`config.mk`:
```
export PLATFORM = sky130hd
export DESIGN_NAME = csr_byte_bridge
export DESIGN_NICKNAME = d
export VERILOG_FILES = /design/src/rtl/csr_byte_bridge.sv
export SDC_FILE = /design/constraint.sdc
export NUM_CORES = 1
export LEC_CHECK = 0
export BUFFER_PORTS_ARGS = -buffer_cell sky130_fd_sc_hd__buf_2
export CAP_MARGIN = 40
export CORE_UTILIZATION = 30
export CTS_BUF_LIST = sky130_fd_sc_hd__clkbuf_8
export CTS_CLUSTER_SIZE = 14
export DETAILED_ROUTE_END_ITERATION = 10
export GPL_TIMING_DRIVEN = 0
export PLACE_DENSITY = 0.53
export SLEW_MARGIN = 20
export SYNTH_ARGS = -nofsm -noshare
export SYNTH_HDL_FRONTEND = slang
export SYNTH_SLANG_ARGS = --single-unit
```
`constraint.sdc`:
```
create_clock -name clk -period 1.95 [get_ports clk]
set_input_delay 0.0975 -clock clk [delete_from_list [all_inputs] [get_ports clk]]
set_output_delay 0.0975 -clock clk [all_outputs]
set_load 0.1 [all_outputs]
```
`src/rtl/csr_byte_bridge.sv`:
```
// csr_byte_bridge: turns framed byte-stream commands into single CSR bus
// accesses (read / write / set / clear) and streams back a status byte plus
// the 32-bit read data, big-endian.
module csr_byte_bridge #(
    parameter int unsigned TIMEOUT   = 1_000_000,
    parameter logic [11:0] IDLE_ADDR = 12'h000
) (
    input  logic        clk,
    input  logic        rstn,
    input  logic [7:0]  rx_data,
    input  logic        rx_valid,
    output logic        rx_ready,
    output logic [7:0]  tx_data,
    output logic        tx_valid,
    input  logic        tx_ready,
    output logic        csr_req,
    input  logic        csr_gnt,
    output logic [11:0] csr_addr,
    output logic        csr_read,
    output logic [2:0]  csr_modify,
    output logic [31:0] csr_wdata,
    input  logic [31:0] csr_rdata,
    input  logic        csr_valid,
    output logic        busy
);

    typedef enum logic [2:0] {
        S_IDLE, S_ARG, S_ACC_A, S_ACC_E, S_ACC_M, S_RESP, S_ERR
    } state_t;

    localparam logic [31:0] TMO_LAST = TIMEOUT - 1;

    state_t      state, state_nxt;
    logic [2:0]  op_mod;
    logic [11:0] addr_q;
    logic [31:0] wdata_q;
    logic [31:0] rdata_q;
    logic        ok_q;
    logic [2:0]  cnt;
    logic [31:0] tcnt;

    logic        rx_fire, tx_fire;
    logic        op_known;
    logic [2:0]  op_dec;
    logic        arg_last;
    logic        tmo_hit;

    assign rx_fire  = rx_valid & rx_ready;
    assign tx_fire  = tx_valid & tx_ready;
    // Read frames carry 2 argument bytes, modify frames carry 6.
    assign arg_last = (op_mod == 3'b000) ? (cnt == 3'd1) : (cnt == 3'd5);
    assign tmo_hit  = (TIMEOUT != 0) && (tcnt == TMO_LAST);

    // Opcode decode into the CSR modify encoding (read maps to 000)
    always_comb begin
        op_known = 1'b1;
        op_dec   = 3'b000;
        case (rx_data)
            8'h52:   op_dec = 3'b000;
            8'h57:   op_dec = 3'b001;
            8'h53:   op_dec = 3'b010;
            8'h43:   op_dec = 3'b011;
            default: op_known = 1'b0;
        endcase
    end

    // State register
    always_ff @(posedge clk or negedge rstn) begin
        if (!rstn) state <= S_IDLE;
        else       state <= state_nxt;
    end

    // Next-state logic
    always_comb begin
        state_nxt = state;
        case (state)
            S_IDLE:  if (rx_fire) state_nxt = op_known ? S_ARG : S_ERR;
            S_ARG: begin
                if (rx_fire) begin
                    if (arg_last) state_nxt = S_ACC_A;
                end else if (tmo_hit) begin
                    state_nxt = S_IDLE;
                end
            end
            S_ACC_A: if (csr_gnt) state_nxt = S_ACC_E;
            S_ACC_E: state_nxt = S_ACC_M;
            S_ACC_M: state_nxt = S_RESP;
            S_RESP:  if (tx_fire && cnt == 3'd4) state_nxt = S_IDLE;
            S_ERR:   if (tx_fire) state_nxt = S_IDLE;
            default: state_nxt = S_IDLE;
        endcase
    end

    // Command capture, byte/timeout counters and response data capture
    always_ff @(posedge clk or negedge rstn) begin
        if (!rstn) begin
            op_mod  <= '0;
            addr_q  <= '0;
            wdata_q <= '0;
            rdata_q <= '0;
            ok_q    <= 1'b0;
            cnt     <= '0;
            tcnt    <= '0;
        end else begin
            case (state)
                S_IDLE: begin
                    if (rx_fire && op_known) begin
                        op_mod <= op_dec;
                        cnt    <= '0;
                        tcnt   <= '0;
                    end
                end
                S_ARG: begin
                    if (rx_fire) begin
                        cnt  <= cnt + 3'd1;
                        tcnt <= '0;
                        case (cnt)
                            3'd0:    addr_q[11:8] <= rx_data[3:0];
                            3'd1:    addr_q[7:0]  <= rx_data;
                            default: wdata_q      <= {wdata_q[23:0], rx_data};
                        endcase
                    end else begin
                        tcnt <= tcnt + 32'd1;
                    end
                end
                S_ACC_M: begin
                    ok_q    <= csr_valid;
                    rdata_q <= csr_rdata;
                    cnt     <= '0;
                end
                S_RESP: if (tx_fire) cnt <= cnt + 3'd1;
                default: ;
            endcase
        end
    end

    // Outputs decoded from state; all return to idle values under reset
    always_comb begin
        rx_ready   = 1'b0;
        busy       = (state != S_IDLE);
        csr_req    = 1'b0;
        csr_addr   = IDLE_ADDR;
        csr_read   = 1'b0;
        csr_modify = 3'b000;
        csr_wdata  = '0;
        tx_valid   = 1'b0;
        tx_data    = 8'h00;
        case (state)
            S_IDLE, S_ARG: rx_ready = 1'b1;
            S_ACC_A: begin
                csr_req  = 1'b1;
                csr_addr = addr_q;
            end
            S_ACC_E: begin
                csr_addr   = addr_q;
                csr_read   = 1'b1;
                csr_modify = op_mod;
                csr_wdata  = (op_mod == 3'b000) ? '0 : wdata_q;
            end
            S_ACC_M: csr_addr = addr_q;
            S_RESP: begin
                tx_valid = 1'b1;
                case (cnt)
                    3'd0:    tx_data = ok_q ? 8'h4B : 8'h45;
                    3'd1:    tx_data = rdata_q[31:24];
                    3'd2:    tx_data = rdata_q[23:16];
                    3'd3:    tx_data = rdata_q[15:8];
                    default: tx_data = rdata_q[7:0];
                endcase
            end
            S_ERR: begin
                tx_valid = 1'b1;
                tx_data  = 8'h3F;
            end
            default: ;
        endcase
    end

endmodule

```
==> metrics.yaml <==
clock_network:
  clockBufferDepth: 2
  clock_latency_ns: 0.45
  clk_pin_slew_worst_paths_ns: 0.07
  cts.sinks: 117
  htreeDepth: 4
  clockRootBuffer: "clkbuf_8"
  numCtsBuffers: 17
  cts_tree: "done"
timing:
  setup_ws_ns: -0.5483
  setup_tns_ns: -6.954
  timing.fmax_mhz: 400.3
  hold_viol: 0
  relSlewSlack_pct: 51.99
  fin_crit_ns: 2.498
  tightest_slew_ns: 0.7202
  slew_viol_final: 0
  skew_ns: 0.009926
  finalSetupViolations: 46
  holdWs_ns: 0.1147
  grt_setup_unrepaired: "yes"
  fin_crit_sh_pct: 128.1
synth:
  async_flop_share_pct: 100.0
  yosysSeqAreaShare_pct: 48.38
  synth-seq-cells: 117
  syn_nets: 621
  ys_warn_count: 0
  synth_area_um2: 6052
  synthCells: 569
  synth-main-ff-cell: "dfrtp_1"
  synth_cell_type_count: 60
  synth-edff-count: 0
  syn_avg_cell_area_um2: 10.64
job:
  max_cap_viol_count: 0
grt:
  antenna_found_initial: 0
  track_usage_pct: 19.14
  grt_max_degree: 75
  grt-ovfl-total: 0
  grt_pass1_wl_mm: 30.04
  grt_pass1_vias: 5594
power_and_ir_drop:
  p_int_mw: 7.167
  clkPwrFrac_pct: 15.8
  ir_drop_uv: 751.9
  switching_share_pct: 43.60
  power_density_nw_per_um2: 1320
  total_power_mw: 12.71
  p_switching_mw: 5.541
  combinationalPowerShare_pct: 55.2
  leakagePower_nw: 4.229
  p_seq_share_pct: 29.0
layout:
  drive_gt1_share_pct: 51.02
  area_delta_synth_final_pct: 59.13
  final_cell_count_no_fill: 1053
  finish.utilization_pct: 49.16
  diodes: 0
  nNetsFinal: 827
floorplanning:
  die_h_um: 144.0
  coreArea_um2: 19590
  die_area_um2: 20750
  start_util_pct: 30.89
  ioPinCount: 106
  die_w_um: 144.0
  rows: 51
critical_path:
  cp_data_required_time_ns: 1.85
  critPathCaptureType: "primary output"
  crit_arrival_ns: 2.40
  worstPathMaxFanout: 4
  worstSetupStartpointType: "flip-flop"
  crit_type: "reg2out"
routing:
  via_per_inst: 5.254
  drt_first_pass_iters: 7
  drt_wl_total_mm: 19.06
  vias: 5532
  wl_per_cell_um: 18.10
  dr.first_iter.drc_count: 384
  ant_nets: 0
  post-route-drc-count: 0
placement:
  gp_congestion: 0.8120
  numPlacedInstances: 939
  dp_hpwl_mm: 11.90
  portBuffers: 104
status:
  status: "finished, violations left"
  violations: "setup timing"
min_path:
  hold_class: "in2reg"
## through the flow
stage               setup slack (ns)  cell area [um2]
finish                       -0.5483             9630
global route                 -0.6409             9630
CTS                          -0.6048             9218
detailed placement           -0.7954             7247
global placement             -0.7802             7213
floorplan                    -0.2768             6361
## flip-flops by register name (all words and copies together), names as in the netlist
name and cells:
wdata_q 32, rdata_q 32, cnt 3, tcnt 32, op_mod 2, ok_q 1
state 3, addr_q 12
## layout by cell type (no fill, tap or decap), types with 19 or more instances in the layout
cell type / n
a31oi_1: 23
clkbuf_8: 19
and2_4: 32
nand2_1: 34
buf_4: 39
mux2_2: 75
buf_12: 54
dlygate4sd3_1: 42
buf_2: 51
o21ai_0: 19
dfrtp_1: 111
## final cells by class
| class | count | area (um2) |
|---|---|---|
| Clock inverter | 14 | 105.1 |
| Sequential cell | 117 | 2935 |
| Fill cell | 1710 | 9960 |
| Clock buffer | 18 | 247.7 |
| Timing Repair Buffer | 194 | 2237 |
| Tap cell | 265 | 331.6 |
| Buffer | 28 | 272.8 |
| Inverter | 10 | 52.55 |
| Multi-Input combinational cell | 407 | 3448 |
## timing repair
item                                   in CTS  in global routing
gates resized for setup                   269                 79
setup endpoints to repair                 150                138
hold buffers                               42                  0
pin swaps                                  26                 29
endpoints found under the hold margin     128                  0
buffers inserted                           25                 18
gates cloned                                4                  1
## path summary, 6_finish.rpt
kind,from,endpoint,slack (ns),depth (start not counted)
setup / recovery,cnt[0],tx_data[4],-0.55,9
hold / removal,tx_ready,cnt[0],0.11,4
setup reg to reg,cnt[0],state[2],-0.05,9
hold reg to reg,addr_q[4],addr_q[4],0.49,2
max in group asynchronous,rstn,state[1],0.99,3
min in group asynchronous,rstn,wdata_q[24],0.26,2
## critical path: stages (launching register included)
cell and delay (ns):
dfrtp_1 0.42, buf_6 0.14, ha_4 0.17, buf_4 0.13
buf_4 0.13, nor2b_2 0.18, a222oi_1 0.31, a21oi_2 0.10
o21a_2 0.22, buf_12 0.16
## cell usage after synthesis (all sizes together), types with 8 or more instances
cell type	number	area, um2
nor2	26	97.59
nor3	9	50.05
mux2	76	855.8
nand2	38	142.6
o21ai	40	200.2
dfrtp	117	2928
nor2b	17	106.4
clkbuf	19	91.34
nand3	14	80.08
inv	10	37.53
a31oi	23	143.9
nand4	14	102.6
a21oi	21	105.1
and2	39	244.0
buf	16	90.08
and3	8	50.05
## kinds of logic after synthesis
group	count (synthesis)	synth area share, %
AOI/OAI and AO/OA	132	14.14
adders and majority gates	6	1.240
buffers and inverters	45	3.618
DFF	117	48.38
muxes	79	14.64
other	1	0.06196
and+or+nand+nor	189	17.92
## power by group through the flow
stage	sequential, mW	combinational, mW	clock, mW
2_1_floorplan	3.54	4.29	0
3_3_place_gp	3.66	5.12	0
3_5_place_dp	3.69	5.20	0
4_1_cts	3.65	6.40	2.09
5_1_grt	3.78	7.35	2.20
6_report	3.68	7.02	2.01
## per-layer routing
layer	track usage, %	wire length (um)	part of all wire, %	up-vias
met2	33.00	9475	50	221
met5	0	0	0	-
met3	3.510	1084	5.7	28
met4	7.279	352	1.8	0
li1	-	-	-	2508
met1	23.65	8151	43	2775
(Power assumes the default switching activity.)
